==> config.mk <==
export PLATFORM = sky130hd
export DESIGN_NAME = shift_wb_stage_flat
export DESIGN_NICKNAME = d
export VERILOG_FILES = /design/src/rtl/shift_wb_if.sv /design/src/rtl/shift_wb_stage.sv /design/src/flat_wrapper.sv
export SDC_FILE = /design/constraint.sdc
export NUM_CORES = 1
export LEC_CHECK = 0
export ABC_AREA = 1
export BUFFER_PORTS_ARGS = -buffer_cell sky130_fd_sc_hd__buf_2
export CAP_MARGIN = 20
export CORE_MARGIN = 2
export CORE_UTILIZATION = 33
export CTS_CLUSTER_DIAMETER = 80
export DETAILED_ROUTE_END_ITERATION = 7
export MAX_ROUTING_LAYER = met4
export PLACE_DENSITY = 0.63
export SYNTH_ARGS = -nofsm -noshare
export SYNTH_HDL_FRONTEND = slang
export SYNTH_SLANG_ARGS = --single-unit
==> constraint.sdc <==
create_clock -name clk -period 1.85 [get_ports clk]
set_input_delay 0.185 -clock clk [delete_from_list [all_inputs] [get_ports clk]]
set_output_delay 0.185 -clock clk [all_outputs]
set_load 0.1 [all_outputs]
==> src/rtl/shift_wb_if.sv <==
// Handshake bundle between the SRA unit, the shift write-back stage and the register file.
// The master side feeds results in and accepts write-backs.
// The slave side is the write-back stage itself.
interface shift_wb_if #(
  parameter int DATA_W = 16,
  parameter int RD_W   = 4,
  parameter int SH_W   = 4
);
  logic              in_valid;
  logic              in_ready;
  logic [DATA_W-1:0] in_result;
  logic [DATA_W-1:0] in_src;
  logic [SH_W-1:0]   in_shamt;
  logic [RD_W-1:0]   in_rd;
  logic              in_wen;
  logic              wb_valid;
  logic              wb_ready;
  logic [DATA_W-1:0] wb_data;
  logic [RD_W-1:0]   wb_rd;
  logic              wb_wen;

  modport master (
    output in_valid, in_result, in_src, in_shamt, in_rd, in_wen, wb_ready,
    input  in_ready, wb_valid, wb_data, wb_rd, wb_wen
  );

  modport slave (
    input  in_valid, in_result, in_src, in_shamt, in_rd, in_wen, wb_ready,
    output in_ready, wb_valid, wb_data, wb_rd, wb_wen
  );
endinterface

==> src/rtl/shift_wb_stage.sv <==
// Shift write-back stage.
// A 2-entry FIFO buffers arithmetic-right-shift results ahead of the register file.
// Each entry's zero, negative and carry flags are captured when the entry is enqueued.
// The architectural flags and the retire counter commit when an entry with wen=1 leaves the FIFO.
module shift_wb_stage #(
  parameter int DATA_W = 16,
  parameter int RD_W   = 4,
  parameter int SH_W   = 4
) (
  input  logic        clk,
  input  logic        rst,
  shift_wb_if.slave   bus,
  output logic        flag_z,
  output logic        flag_n,
  output logic        flag_c,
  output logic [15:0] retire_cnt
);

  logic [DATA_W-1:0] mem_result [2];
  logic [RD_W-1:0]   mem_rd     [2];
  logic              mem_wen    [2];
  logic              mem_z      [2];
  logic              mem_n      [2];
  logic              mem_c      [2];

  logic       head;
  logic       tail;
  logic [1:0] count;

  logic            enq;
  logic            deq;
  logic [SH_W-1:0] sh_idx;
  logic            in_z;
  logic            in_n;
  logic            in_c;

  // Handshake status is decoded from the occupancy register only, so there is no input-to-output path.
  assign bus.in_ready = (count != 2'd2);
  assign bus.wb_valid = (count != 2'd0);
  assign bus.wb_data  = mem_result[head];
  assign bus.wb_rd    = mem_rd[head];
  assign bus.wb_wen   = mem_wen[head];

  assign enq = bus.in_valid && bus.in_ready;
  assign deq = bus.wb_valid && bus.wb_ready;

  // The carry is the last bit shifted out, which is src[shamt-1]. A zero shift produces no carry.
  assign sh_idx = bus.in_shamt - SH_W'(1);
  assign in_z   = (bus.in_result == '0);
  assign in_n   = bus.in_result[DATA_W-1];
  assign in_c   = (bus.in_shamt == '0) ? 1'b0 : bus.in_src[sh_idx];

  // Entry payload is written at the tail. It is left unreset because it is ignored while the FIFO is empty.
  always_ff @(posedge clk) begin
    if (enq) begin
      mem_result[tail] <= bus.in_result;
      mem_rd[tail]     <= bus.in_rd;
      mem_wen[tail]    <= bus.in_wen;
      mem_z[tail]      <= in_z;
      mem_n[tail]      <= in_n;
      mem_c[tail]      <= in_c;
    end
  end

  // Pointers, occupancy, architectural flags and the retire counter.
  always_ff @(posedge clk) begin
    if (rst) begin
      head       <= 1'b0;
      tail       <= 1'b0;
      count      <= 2'd0;
      flag_z     <= 1'b0;
      flag_n     <= 1'b0;
      flag_c     <= 1'b0;
      retire_cnt <= 16'd0;
    end else begin
      if (enq) begin
        tail <= ~tail;
      end
      if (deq) begin
        head <= ~head;
        if (mem_wen[head]) begin
          flag_z     <= mem_z[head];
          flag_n     <= mem_n[head];
          flag_c     <= mem_c[head];
          retire_cnt <= retire_cnt + 16'd1;
        end
      end
      case ({enq, deq})
        2'b10:   count <= count + 2'd1;
        2'b01:   count <= count - 2'd1;
        default: count <= count;
      endcase
    end
  end

endmodule

==> src/flat_wrapper.sv <==
// flat-port wrapper written by rule: the top's interface ports become plain ports
module shift_wb_stage_flat 
#(
  parameter int DATA_W = 16,
  parameter int RD_W   = 4,
  parameter int SH_W   = 4
)
  (clk, rst, flag_z, flag_n, flag_c, retire_cnt, bus_in_valid, bus_in_result, bus_in_src, bus_in_shamt, bus_in_rd, bus_in_wen, bus_wb_ready, bus_in_ready, bus_wb_valid, bus_wb_data, bus_wb_rd, bus_wb_wen);
  shift_wb_if #(.DATA_W(DATA_W), .RD_W(RD_W), .SH_W(SH_W)) bus_i ();
  input  logic clk;
  input  logic rst;
  output logic flag_z;
  output logic flag_n;
  output logic flag_c;
  output logic [15:0] retire_cnt;
  input wire logic [$bits(bus_i.in_valid)-1:0] bus_in_valid;
  input wire logic [$bits(bus_i.in_result)-1:0] bus_in_result;
  input wire logic [$bits(bus_i.in_src)-1:0] bus_in_src;
  input wire logic [$bits(bus_i.in_shamt)-1:0] bus_in_shamt;
  input wire logic [$bits(bus_i.in_rd)-1:0] bus_in_rd;
  input wire logic [$bits(bus_i.in_wen)-1:0] bus_in_wen;
  input wire logic [$bits(bus_i.wb_ready)-1:0] bus_wb_ready;
  output wire logic [$bits(bus_i.in_ready)-1:0] bus_in_ready;
  output wire logic [$bits(bus_i.wb_valid)-1:0] bus_wb_valid;
  output wire logic [$bits(bus_i.wb_data)-1:0] bus_wb_data;
  output wire logic [$bits(bus_i.wb_rd)-1:0] bus_wb_rd;
  output wire logic [$bits(bus_i.wb_wen)-1:0] bus_wb_wen;
  assign bus_i.in_valid = bus_in_valid;
  assign bus_i.in_result = bus_in_result;
  assign bus_i.in_src = bus_in_src;
  assign bus_i.in_shamt = bus_in_shamt;
  assign bus_i.in_rd = bus_in_rd;
  assign bus_i.in_wen = bus_in_wen;
  assign bus_i.wb_ready = bus_wb_ready;
  assign bus_in_ready = bus_i.in_ready;
  assign bus_wb_valid = bus_i.wb_valid;
  assign bus_wb_data = bus_i.wb_data;
  assign bus_wb_rd = bus_i.wb_rd;
  assign bus_wb_wen = bus_i.wb_wen;
  shift_wb_stage #(.DATA_W(DATA_W), .RD_W(RD_W), .SH_W(SH_W)) u_core (.clk(clk), .rst(rst), .bus(bus_i), .flag_z(flag_z), .flag_n(flag_n), .flag_c(flag_c), .retire_cnt(retire_cnt));
endmodule
---- After elaboration in Yosys (flattened, before gate mapping) ----
Memory sizes are Yosys's and may differ from the RTL's. A register that Yosys moved wholly into a read port is not among the register bits.
Cells that the tools add are included.
cells by class
  add/sub/neg operators ................... 4
  bitwise operators ....................... 2
  muxes and demuxes ....................... 12
  reduce and logical (&&, ||, !) cells .... 7
  order comparisons ....................... 1
  eq/ne operators ......................... 3
operators with widths
  cell                   number
  $add 16x1->16 const B  1
  $logic_not 16->1       1
  $mux 1                 10
  $lt 4x5->1 const B     1
  $bmux 1 s4             1
  $logic_not 4->1        1
  $pmux 2 s2             1
  $reduce_bool 2->1      2
  $sub 4x1->4 const B    1
  $add 2x1->2 const B    1
  $eq 2x1->1 const B     1
  $eq 2x2->1 const B     1
  $logic_and 1x1->1      2
  $ne 2x2->1 const B     1
  $not 1->1              2
  $reduce_and 2->1       1
  $sub 2x1->2 const B    1
storage, ports and cells
  RAM bits ................................ 48
  bits in registers ....................... 20
  memories ................................ 6
memories
  name               words  width  read ports  clocked after Yosys merged registers in  write ports  line                  RTL
  u_core.mem_result  2      16     1           1                                        1            shift_wb_stage.sv:19  logic [DATA_W-1:0] mem_result [2];
  u_core.mem_rd      2      4      1           1                                        1            shift_wb_stage.sv:20  logic [RD_W-1:0] mem_rd [2];
  u_core.mem_c       2      1      1           1                                        1            shift_wb_stage.sv:24  logic mem_c [2];
  u_core.mem_n       2      1      1           1                                        1            shift_wb_stage.sv:23  logic mem_n [2];
  u_core.mem_wen     2      1      1           1                                        1            shift_wb_stage.sv:21  logic mem_wen [2];
  u_core.mem_z       2      1      1           1                                        1            shift_wb_stage.sv:22  logic mem_z [2];

---- Longest topological paths before layout ----
  depth in word-level cells ............... 4
  depth in mapped cells ................... 9

---- Least setup slack after synthesis ----
Ideal clock, no wire load.
  path kind ............................... register -> register
  start ................................... reg u_core.count[0]
  end ..................................... mem u_core.mem_c[1] (enable)
  required time ........................... 1446 ps
  setup slack ............................. -931 ps
  path buffers ............................ 0
  stages on the path, launching flop included .. 5
  library setup time ...................... 404 ps
  arrival time ............................ 2377 ps
  cell sequence ........................... dfxtp_1 > inv_1 > nand2_1 > nand2_1 > nor2_1
between the ends
  cells in the longest elaborated chain, start to end .. 4
ends and longest elaborated chain
  element                       line                  RTL
  start, declared               shift_wb_stage.sv:28  logic [1:0] count;
  start signal, assigned        shift_wb_stage.sv:89  2'b10: count <= count + 2'd1;
  start signal, assigned        shift_wb_stage.sv:90  2'b01: count <= count - 2'd1;
  start signal, assigned        shift_wb_stage.sv:91  default: count <= count;
  $ne 2x2->1                    shift_wb_stage.sv:38  assign bus.in_ready = (count != 2'd2);
  via bus_in_ready              flat_wrapper.sv:23    output wire logic [$bits(bus_i.in_ready)-1:0] bus_in_ready;
  $logic_and 1x1->1             shift_wb_stage.sv:44  assign enq = bus.in_valid && bus.in_ready;
  $mux 1                        shift_wb_stage.sv:55  if (enq) begin
  $mux 1 (not written as such)  shift_wb_stage.sv:61  mem_c[tail] <= in_c;
  end, declared                 shift_wb_stage.sv:24
The timed path passes the listed nets, and every way through them passes these cells.

==> reports/summary.txt <==
hold path start: bus_in_rd[2]
fin cells: 578
layout cells sized above 1: 28.5%
Rows: 35
Worst-Margin Slew: 0.510 ns
most common cell after layout, fill and taps aside: nand2_1
antenna cells: 0
initial antenna violation count: 0
core box area: 9240 sq um
Die Span X: 101 um
synth warn: 0
max frequency: 0.570 GHz
worst reg2reg startpoint: u_core.count[0]
die height: 101 um
most frequent cells in the layout: nand2_1, buf_2, edfxtp_1, inv_1, nor2_1
WL/cell: 11.5 um
worst-path fanout max: 12
Tcrit/Tclk final: 94.9%
crit path DAT: 1.57 ns
ANT nets after route: 0
syn_area_per_cell: 8.97 sq um
largest net degree at the start of global routing: 24
Post-Syn Nets: 398
P&R area growth vs syn: 28.1%
CTS Buffer Depth: 2
library cells used by synthesis: 28
Port Buf Inserts: 86
CTS tree: yes
DP Cell Count: 562
status: finished clean
global-route wire length before repair: 11.0 mm
pwr dens: 1280 nW/um^2
VDD IR-drop max: 0.526 mV
post-DR vias/cell: 4.53
Top Ports: 87
H-Tree Depth: 3
required time of the critical path: 1.66 ns
Vias: 2618
Clock Latency Late Sink: 0.34 ns
Hold Vio Cnt, Final: 0
Synth Instances: 349
GP Congestion: 0.872
Final Skew: 0.0119 ns
RSZ-0062 raised after global routing: no
FF+latch count, synth: 70
vias in the first global route: 2540
CTS root buf: clkbuf_8
DRC Markers: 0
Min Hold Slack: 0.0312 ns
die area: 10300 sq um
mapped cell area: 3130 sq um
Post-Place Worst Slack: 0.290 ns
final net count: 493
Critical Path Sink Type: output port
Worst slew margin: 66.3%
DR iter-0 viols: 112
total congestion overflow: 0
Worst-path clk slew: 0.08 ns
final worst slack: 0.0947 ns
Fill cells: 900
Num CTS Buffers: 9
clock sinks: 70
Starting Density: 33.9%
GRT Resource Usage Total: 14.1%
Total Wirelength: 6.66 mm
Final HPWL DP: 4.89 mm
DR pass1 iterations: 7
worst hold path type: primary input to register
setup TNS: 0 ns
CTS Hold Bufs: 0
final worst path period need: 1.76 ns
WS Path Type: register to output port
leakage power: 1.78 nW
final setup vio count: 0
Critical Path Source Type: register
Pins Over Slew Limit: 0
Max-Cap Viols: 0
Seq/Total Area, Yosys: 59.5%
report_power, final:
part           internal, mW  leakage, nW  switching [mW]  total, mW
Combinational         0.363         1.06            1.63       1.99
Sequential             1.84        0.629          0.0747       1.92
Clock                 0.632       0.0931           0.586       1.22
Total                  2.84         1.78            2.29       5.13
registers in the layout (all words and copies together), names as in the netlist, 2 cells and up, named ones only:
name / flops
u_core.count: 2
u_core.mem_c: 2
u_core.mem_n: 2
u_core.mem_rd: 8
u_core.mem_result: 30
u_core.mem_wen: 2
u_core.mem_z: 2
u_core.retire_cnt: 16
cell type report:
type / count / area (sq um) / area share, %
tap: 129 / 161 / 4.02
clock buffer: 10 / 128 / 3.18
timing repair buffer: 91 / 526 / 13.1
inverter: 35 / 131 / 3.28
sequential: 70 / 1870 / 46.6
multi-input combinational: 237 / 1120 / 28.0
clock inverter: 6 / 71.3 / 1.78
synthesized netlist by cell type:
library cell	count	area share, %
edfxtp_1	46	44
dfxtp_1	24	15
ha_1	4	1.6
nand2_4	1	0.36
nor2_1	31	3.7
a31oi_1	4	0.80
nor3_1	7	1.1
nor2_2	4	0.80
buf_2	2	0.32
nand2_2	2	0.40
nand3b_1	2	0.48
nand2_1	125	15
inv_1	32	3.8
xnor2_1	1	0.28
nor3b_1	3	0.72
o21ai_0	10	1.6
inv_2	3	0.36
a21oi_1	11	1.8
nor2_8	1	0.64
nand4_1	3	0.60
buf_6	1	0.36
nor2_4	2	0.72
o21a_1	1	0.24
clkbuf_1	4	0.48
nand3_1	18	2.9
and3_1	2	0.40
xor2_1	1	0.28
nor4_1	4	0.80
routing by layer:
metal  wire [um]  GRT usage, %  up-vias
li1            -             -     1335
met1        2840          16.1     1211
met2        3320          22.8       62
met3         359          3.86       10
met4         145          6.76        0
met5           0             -        -
logic make-up after synthesis:
| group | after synthesis | synth area share (%) |
|---|---|---|
| adder cells (fa/ha/maj) | 4 | 1.60 |
| AO/OA/AOI/OAI | 26 | 4.40 |
| XOR/XNOR | 2 | 0.560 |
| buffers and inverters | 42 | 5.36 |
| flip-flops | 70 | 59.5 |
| AND/OR/NAND/NOR | 205 | 28.6 |
what timing repair did:
action | in CTS | in global routing
setup endpoints to repair | 0 | 8
buffers inserted | 0 | 0
gates resized for setup | 0 | 8
metrics by stage:
| stage | area [sq um] | util (%) | power (mW) |
|---|---|---|---|
| 2_1_floorplan | 3160 | - | 3.55 |
| 6_report | 4010 | 43.4 | 5.13 |
| 3_5_place_dp | 3790 | 41.0 | 3.94 |
| 5_1_grt | 4010 | 43.4 | 5.37 |
| 3_3_place_gp | 3790 | 41.0 | 3.92 |
| 4_1_cts | 3990 | 43.2 | 5.15 |
path summary, 6_finish.rpt:
path                                to  slack (ns)  cells after the start
setup / recovery       bus_wb_data[13]        0.09                      5
hold / removal     u_core.mem_rd[1][2]        0.03                      1
setup reg to reg       u_core.count[1]        0.33                      7
hold reg to reg   u_core.retire_cnt[3]        0.50                      2
worst max-delay path, stage by stage (launching register included):
cell and delay, ns:
dfxtp_1 0.35, inv_2 0.21, buf_12 0.16, nand2_1 0.05
nand2_1 0.05, buf_2 0.42
(Power assumes the default switching activity.)
